### src/rtl/snn_pulse_pkg.sv
// Shared types for the synaptic pulse emitter and the pulse accumulator.
// The pulse-pair struct is also used by the accumulator's bench.
package snn_pulse_pkg;

    typedef enum logic [1:0] {
        IDLE = 2'd0,
        EMIT = 2'd1,
        GAP  = 2'd2
    } pe_state_t;

    typedef struct packed {
        logic plus;
        logic minus;
    } pulse_pair_t;

    localparam int ACC_W = 16;
    localparam int signed SAT_MAX = (2 ** (ACC_W - 1)) - 1;
    localparam int signed SAT_MIN = -(2 ** (ACC_W - 1));

endpackage

### src/rtl/pulse_req_fifo.sv
// Weight request queue with flush.
// Occupancy is count-based; pointers wrap naturally at a power-of-two depth.
module pulse_req_fifo #(
    parameter int WW    = 8,
    parameter int DEPTH = 4
) (
    input  logic          clk,
    input  logic          rst,
    input  logic          flush,
    input  logic          push,
    input  logic          pop,
    input  logic [WW-1:0] wdata,
    output logic [WW-1:0] rdata,
    output logic          full,
    output logic          empty
);

    localparam int AW = $clog2(DEPTH);
    localparam int CW = AW + 1;

    logic [WW-1:0] mem [DEPTH];
    logic [AW-1:0] wr_ptr;
    logic [AW-1:0] rd_ptr;
    logic [CW-1:0] count;
    logic          do_push;
    logic          do_pop;

    assign full    = (count == CW'(DEPTH));
    assign empty   = (count == '0);
    assign do_push = push && !full && !flush;
    assign do_pop  = pop && !empty && !flush;
    assign rdata   = mem[rd_ptr];

    always_ff @(posedge clk) begin
        if (do_push) begin
            mem[wr_ptr] <= wdata;
        end
    end

    always_ff @(posedge clk) begin
        if (rst || flush) begin
            wr_ptr <= '0;
            rd_ptr <= '0;
            count  <= '0;
        end else begin
            if (do_push) begin
                wr_ptr <= wr_ptr + 1'b1;
            end
            if (do_pop) begin
                rd_ptr <= rd_ptr + 1'b1;
            end
            count <= count + CW'(do_push) - CW'(do_pop);
        end
    end

endmodule

### src/rtl/syn_pulse_emitter.sv
// Turns queued signed weights into rate-coded trains of +/- pulses,
// one train at a time, with a fixed gap between pulses of a train.
module syn_pulse_emitter #(
    parameter int WW         = 8,
    parameter int GAP_CYCLES = 1,
    parameter int FIFO_DEPTH = 4
) (
    input  logic          clk,
    input  logic          rst,
    input  logic          clk_en,
    input  logic          req_valid_i,
    output logic          req_ready_o,
    input  logic [WW-1:0] req_weight_i,
    input  logic          abort_i,
    output logic          plus_pulse_o,
    output logic          minus_pulse_o,
    output logic          busy_o,
    output logic [WW-1:0] remaining_o
);

    import snn_pulse_pkg::*;

    localparam int GW = (GAP_CYCLES > 0) ? $clog2(GAP_CYCLES + 1) : 1;

    pe_state_t     state_q, state_d;
    logic [WW-1:0] cnt_q, cnt_d;
    logic [GW-1:0] gap_q, gap_d;
    logic          neg_q, neg_d;
    pulse_pair_t   pulse_q, pulse_d;

    logic          fifo_full;
    logic          fifo_empty;
    logic          fifo_pop;
    logic [WW-1:0] head;
    logic [WW-1:0] mag;

    // Two's-complement negate; the most negative weight maps to 2^(WW-1).
    assign mag = head[WW-1] ? (~head + 1'b1) : head;

    pulse_req_fifo #(
        .WW    (WW),
        .DEPTH (FIFO_DEPTH)
    ) u_fifo (
        .clk   (clk),
        .rst   (rst),
        .flush (abort_i),
        .push  (req_valid_i && req_ready_o),
        .pop   (fifo_pop),
        .wdata (req_weight_i),
        .rdata (head),
        .full  (fifo_full),
        .empty (fifo_empty)
    );

    always_comb begin
        state_d  = state_q;
        cnt_d    = cnt_q;
        gap_d    = gap_q;
        neg_d    = neg_q;
        pulse_d  = pulse_q;
        fifo_pop = 1'b0;
        if (abort_i) begin
            state_d = IDLE;
            cnt_d   = '0;
            gap_d   = '0;
            pulse_d = '0;
        end else if (clk_en) begin
            pulse_d = '0;
            unique case (state_q)
                IDLE: begin
                    if (!fifo_empty) begin
                        fifo_pop = 1'b1;
                        neg_d    = head[WW-1];
                        cnt_d    = mag;
                        if (mag != '0) begin
                            state_d = EMIT;
                        end
                    end
                end
                EMIT: begin
                    pulse_d.plus  = !neg_q;
                    pulse_d.minus = neg_q;
                    cnt_d         = cnt_q - 1'b1;
                    if (cnt_q == WW'(1)) begin
                        state_d = IDLE;
                    end else if (GAP_CYCLES == 0) begin
                        state_d = EMIT;
                    end else begin
                        gap_d   = GW'(GAP_CYCLES);
                        state_d = GAP;
                    end
                end
                GAP: begin
                    gap_d = gap_q - 1'b1;
                    if (gap_q == GW'(1)) begin
                        state_d = EMIT;
                    end
                end
                default: begin
                    state_d = IDLE;
                end
            endcase
        end
    end

    always_ff @(posedge clk) begin
        if (rst) begin
            state_q <= IDLE;
            cnt_q   <= '0;
            gap_q   <= '0;
            neg_q   <= 1'b0;
            pulse_q <= '0;
        end else begin
            state_q <= state_d;
            cnt_q   <= cnt_d;
            gap_q   <= gap_d;
            neg_q   <= neg_d;
            pulse_q <= pulse_d;
        end
    end

    assign req_ready_o   = !fifo_full;
    assign plus_pulse_o  = pulse_q.plus;
    assign minus_pulse_o = pulse_q.minus;
    assign busy_o        = (state_q != IDLE);
    assign remaining_o   = cnt_q;

endmodule

### config.mk
export PLATFORM = sky130hd
export DESIGN_NAME = syn_pulse_emitter
export DESIGN_NICKNAME = d
export VERILOG_FILES = /design/src/rtl/snn_pulse_pkg.sv /design/src/rtl/pulse_req_fifo.sv /design/src/rtl/syn_pulse_emitter.sv
export SDC_FILE = /design/constraint.sdc
export NUM_CORES = 1
export LEC_CHECK = 0
export ABC_AREA = 0
export BUFFER_PORTS_ARGS = -buffer_cell sky130_fd_sc_hd__buf_2
export CAP_MARGIN = 10
export CORE_MARGIN = 5
export CORE_UTILIZATION = 45
export CTS_CLUSTER_DIAMETER = 150
export DETAILED_ROUTE_END_ITERATION = 6
export PLACE_DENSITY = 0.64
export SETUP_SLACK_MARGIN = 0.2
export SLEW_MARGIN = 20
export SYNTH_ARGS = -nofsm -noshare
export SYNTH_HDL_FRONTEND = slang
export SYNTH_SLANG_ARGS = --single-unit
export TNS_END_PERCENT = 50
### constraint.sdc
create_clock -name clk -period 2.6 [get_ports clk]
set_input_delay 0.13 -clock clk [delete_from_list [all_inputs] [get_ports clk]]
set_output_delay 0.13 -clock clk [all_outputs]
set_load 0.02 [all_outputs]
## Word level (Yosys, flattened, before mapping)

Memory sizes are Yosys's and may differ from the RTL's. A register that Yosys moved wholly into a read port is not among the register bits.
Index checks and enable logic that the tools add are counted.

- Bits in registers: 21
- Bits in writable memories: 32
- Input bits: 13
- Output and inout port bits: 12
- Word-level logic and storage cells: 68
- Memories kept: 1

Memories:

| name | words | width | rd ports | clocked after memory_dff | write ports | line | text |
|---|---|---|---|---|---|---|---|
| u_fifo.mem | 4 | 8 | 1 | 1 | 1 | pulse_req_fifo.sv:21 | `logic [WW-1:0] mem [DEPTH];` |

- $add $sub $neg: 7
- Equality and inequality tests: 8
- Muxes and demuxes: 19
- Bitwise operators: 3
- Reduce and logical (&&, ||, !) cells: 21

Operator list:

| kind | number |
|---|---|
| 2-to-1 mux 8 bit | 2 |
| one-hot mux 8 bit (2 select lines) | 1 |
| 2-to-1 mux 2 bit | 7 |
| adder 8 x 1 -> 8 bit, second input constant | 1 |
| equality test 8 x 1 -> 1 bit, second input constant | 1 |
| != test 2 bit, second input constant | 4 |
| NOT 8 bit | 1 |
| AND reduction 4 bit | 2 |
| nonzero test 8 bit | 1 |
| subtractor 8 x 1 -> 8 bit, second input constant | 1 |
| 2-to-1 mux 1 bit | 7 |
| one-hot mux 2 bit (3 select lines) | 1 |
| AND reduction 3 bit | 2 |
| nonzero test 2 bit | 3 |
| logical AND 1 bit | 5 |
| adder 2 x 1 -> 2 bit, second input constant | 2 |
| zero test 1 bit | 4 |
| adder 3 x 1 -> 3 bit | 1 |
| equality test 3 bit, second input constant | 1 |
| zero test 3 bit | 1 |
| subtractor 3 x 1 -> 3 bit | 1 |
| equality test 2 x 1 -> 1 bit, second input constant | 1 |
| equality test 2 bit, second input constant | 1 |
| zero test 2 bit | 1 |
| other kinds (5) | 6 |

## Logic depth before layout (Yosys ltp)

- Word-level depth: 9
- Gate-level depth with buffers: 11

## Hierarchy

Synthesis repeated with hierarchy kept, for this count alone.

- Cell total of the unflattened synthesis: 228
- Area, all modules: 2692.6 sq um

By module, submodules not included:

| module | instances | cells an instance | area each (sq um) |
|---|---|---|---|
| pulse_req_fifo | 1 | 92 | 1650.3 |
| syn_pulse_emitter | 1 | 136 | 1042.2 |

## Least setup slack after synthesis

Ideal clock, no wire load.

- Path type: register -> register
- Start: register with a tool-made name
- End: register state_q[0]
- Library setup time: 0.123 ns
- Arrival: 2.229 ns
- Path slack: 0.248 ns
- Cell stages (with the launch flop): 12
- Cells stage by stage: dfxtp_1 buf_6 mux4_2 inv_1 ha_1 nor2b_1 a2bb2oi_1 o21ai_1 xor2_1 and4_1 a31oi_1 mux2i_1

RTL lines:

| element | line | text |
|---|---|---|
| end signal, assigned | syn_pulse_emitter.sv:114 | `state_q <= state_d;` |
| end, declared | syn_pulse_emitter.sv:25 | `pe_state_t state_q, state_d;` |

==> results_dict.tcl <==
set metrics [dict create \
    cpPeakStageDelay_ps 510 \
    io_buffer_count 24 \
    seqPwrFrac_pct 58.5 \
    p_switching_mw 0.394 \
    synthCells 230 \
    worst-path-max-fanout 5 \
    htreeDepth 2 \
    avgViaCountPerCell 5.35 \
    cts.sinks 55 \
    cp.arrival_ps 2510 \
    initial_core_util_pct 46.9 \
    synthDistinctLibCells 44 \
    io_pins 25 \
    status "finished, final reports clean" \
    syn_area_per_cell_um2 11.4 \
    area_delta_synth_final_pct 13.8 \
    wl_per_cell_um 15.2 \
    synth_top_area_share_pct 36.6 \
    required_ps 2810 \
    die_h_um 86.4 \
    p_clk_share_pct 32.2 \
    crit_buf_inv 1 \
    fin_nets 284 \
    hold_viol_final 0 \
    setup_viol_count_final 0 \
    ys_seq_area_share_pct 54.1 \
    tns_ps 0 \
    die_x_um 86.4 \
    vdd_ir_drop_max_v 0.000408 \
    start_kind "register" \
    cts_tree "done" \
    fin_crit_sh_pct 88.5 \
    p_int_mw 1.22 \
    coreArea_um2 5610 \
    critPathSlowestCell "mux4_2" \
    ys_ff_latch 55 \
    drtIter0Drc 54 \
    max_slew_margin_pct 53.3 \
    crit_family "multiplexers" \
    cts_buffers 5 \
    num_vias 1786 \
    period_needed_ps 2300 \
    grt_pass1_vias 1744 \
    mappedNetlistArea_um2 2630 \
    cts_buffer_depth 2 \
    slew_violations 0 \
    p_per_area_nw_per_um2 539 \
    total_power_mw 1.61 \
    tightest_slew_ps 693 \
    clk_pin_slew_ps 100 \
    end_kind "register" \
    skew_ps 2.92 \
    antenna_found_initial 0 \
    rsz0062_at_grt "no" \
    hp-class "in -> reg" \
    leakagePower_nw 1.09 \
    synth_area_leaders "edfxtp_1, dfxtp_1, mux4_2" \
    yosysWarnings 0 \
    grt_usage_pct 14.4 \
    gr-total-overflow 0 \
    antennaDiodeCount 0 \
    drive_gt1_share_pct 21.8 \
    critical_path_class "reg -> reg" \
    firstDrtPassIters 4 \
    ant_nets 0 \
    dp_cells 323 \
    grt_max_degree 19 \
    sw_frac_of_total_pct 24.4 \
    combPwrFrac_pct 9.3 \
    dieArea_um2 7470 \
    yosysTopAreaCell "edfxtp_1" \
    rows 27 \
    synth_nets 253 \
    drv_cap 0 \
    place.gp.congestion 0.798 \
    routed_wl_um 5070 \
    fin_cells 334 \
    grt_pass1_wl_um 8430 \
    clkLatencyLatePin_ps 310 \
    cts-root-buf "clkbuf_8" \
    fmax_ghz 0.434 \
    path_cells "mux4_2, clkinv_1, ha_2, nor2b_2, a2bb2oi_2, o21ai_2, xor2_1, and4_1, a31oi_2, mux2i_1" \
    place_hpwl_um 3650 \
    drcViolationCount 0 \
]
-- synthesized netlist by cell type --
| master | number |
|---|---|
| and4_1 | 1 |
| mux2i_1 | 7 |
| mux2_2 | 2 |
| clkbuf_1 | 7 |
| a32oi_1 | 1 |
| o21ai_0 | 9 |
| o22ai_1 | 1 |
| a22oi_1 | 2 |
| ha_1 | 9 |
| a21oi_1 | 12 |
| and2_1 | 6 |
| nor4_1 | 1 |
| a211oi_1 | 2 |
| fa_1 | 1 |
| nand2_1 | 21 |
| o21a_1 | 1 |
| nor3_1 | 4 |
| o21ai_1 | 4 |
| or2_2 | 1 |
| nor2b_1 | 3 |
| clkinv_1 | 1 |
| a2bb2oi_1 | 1 |
| o211ai_1 | 3 |
| dfxtp_1 | 23 |
| a311o_1 | 1 |
| nand2b_1 | 2 |
| xnor2_1 | 7 |
| mux4_2 | 6 |
| o31ai_1 | 1 |
| o41a_1 | 1 |
| and4b_1 | 1 |
| nor2_1 | 24 |
| a31oi_1 | 3 |
| nor3_4 | 1 |
| buf_4 | 1 |
| buf_6 | 1 |
| nand3_1 | 5 |
| xor2_1 | 3 |
| or3_1 | 2 |
| mux4_1 | 2 |
| nand3b_1 | 1 |
| nand4_1 | 1 |
| inv_1 | 12 |
| edfxtp_1 | 32 |
-- logic make-up (layout without fill, tap and decap cells) --
kind of cell / after synthesis / after routing / synth area share (%)
and+or+nand+nor: 74 / 74 / 13.6
AOI/OAI and AO/OA: 42 / 42 / 9.76
adders and majority gates: 10 / 10 / 5.05
xor gates and xnor gates: 10 / 10 / 3.33
buffers and inverters: 22 / 54 / 3.57
muxes: 17 / 17 / 10.7
DFF: 55 / 55 / 54.1
-- layout by cell type, fill, tap and decap left out, types with 2 or more instances in the layout --
cell,synthesis,layout
xor2_1,3,3
or3_1,2,2
mux2_2,2,2
xnor2_1,7,7
inv_6,0,2
mux2i_1,7,7
a21oi_1,12,12
o211ai_1,3,3
mux4_2,6,6
buf_2,0,24
nand2b_1,2,2
a211oi_1,2,2
a22oi_1,2,2
and2_1,6,6
nor3_1,4,4
clkbuf_8,0,6
edfxtp_1,32,32
inv_1,12,12
o21ai_0,9,9
nand3_1,5,5
nand2_1,21,21
nor2_1,24,24
o21ai_1,4,3
ha_1,9,8
a31oi_1,3,2
mux4_1,2,2
nor2b_1,3,2
buf_4,1,8
dfxtp_1,23,21
-- layer usage --
metal,GRT usage (%),up-vias,part of all wire (%)
met2,23.6,43,47
met1,19.0,849,47
met4,3.97,0,1.0
met5,0,-,0
met3,3.71,7,4.6
li1,-,887,-
-- stage by stage --
stage | hold WS, ps | setup slack [ps] | cell area, um^2 | utilization [%]
finish | 23.1 | 298 | 2990 | 53.3
global route | 8.59 | 165 | 2990 | 53.3
global placement | 338 | 239 | 2840 | 50.6
floorplan | 202 | 248 | 2630 | -
CTS | 14.9 | 201 | 2950 | 52.6
detailed placement | 339 | 137 | 2840 | 50.6
-- flip-flops by register name, summed over array words and instances, names as in the netlist, named ones only --
| register | cells |
|---|---|
| u_fifo.mem | 32 |
| remaining_o | 8 |
| u_fifo.count | 3 |
| state_q | 2 |
| u_fifo.rd_ptr | 2 |
| u_fifo.wr_ptr | 2 |
| gap_q | 1 |
| minus_pulse_o | 1 |
| neg_q | 1 |
| plus_pulse_o | 1 |
-- power groups by stage --
stage	registers, mW	logic [mW]	clock network [mW]
after floorplan	0.964	0.0968	0
after global placement	0.964	0.141	0
after detailed placement	0.964	0.142	0
after CTS	0.944	0.144	0.533
after global routing	0.945	0.171	0.578
final	0.943	0.150	0.519
-- cell type report --
| cell class | instances | area (um^2) |
|---|---|---|
| well taps | 72 | 90.1 |
| flip-flops and latches | 55 | 1430 |
| multi-input cells | 153 | 1130 |
| inverters | 13 | 48.8 |
| clock inverters | 2 | 17.5 |
| clock buffers | 6 | 82.6 |
| repair buffers | 33 | 190 |
| fillers | 517 | 2620 |
-- final timing paths --
| path | depth (start not counted) | slack (ps) | to | startpoint |
|---|---|---|---|---|
| setup / recovery | 10 | 300 | state_q[0] | register |
| hold / removal | 1 | 20 | u_fifo.mem[1][3] | req_weight_i[3] |
| setup reg to reg | 10 | 300 | state_q[0] | register |
| hold reg to reg | 2 | 480 | minus_pulse_o | minus_pulse_o |
-- timing repair --
item / in CTS / in global routing
endpoints found under the setup margin: 2 / 3
pin swaps: 0 / 1
cloned: 0 / 0
buffers inserted: 0 / 2
endpoints found under the hold margin: 1 / 0
hold buffers: 1 / 0
resized for setup: 1 / 7
(Power assumes the default switching activity.)
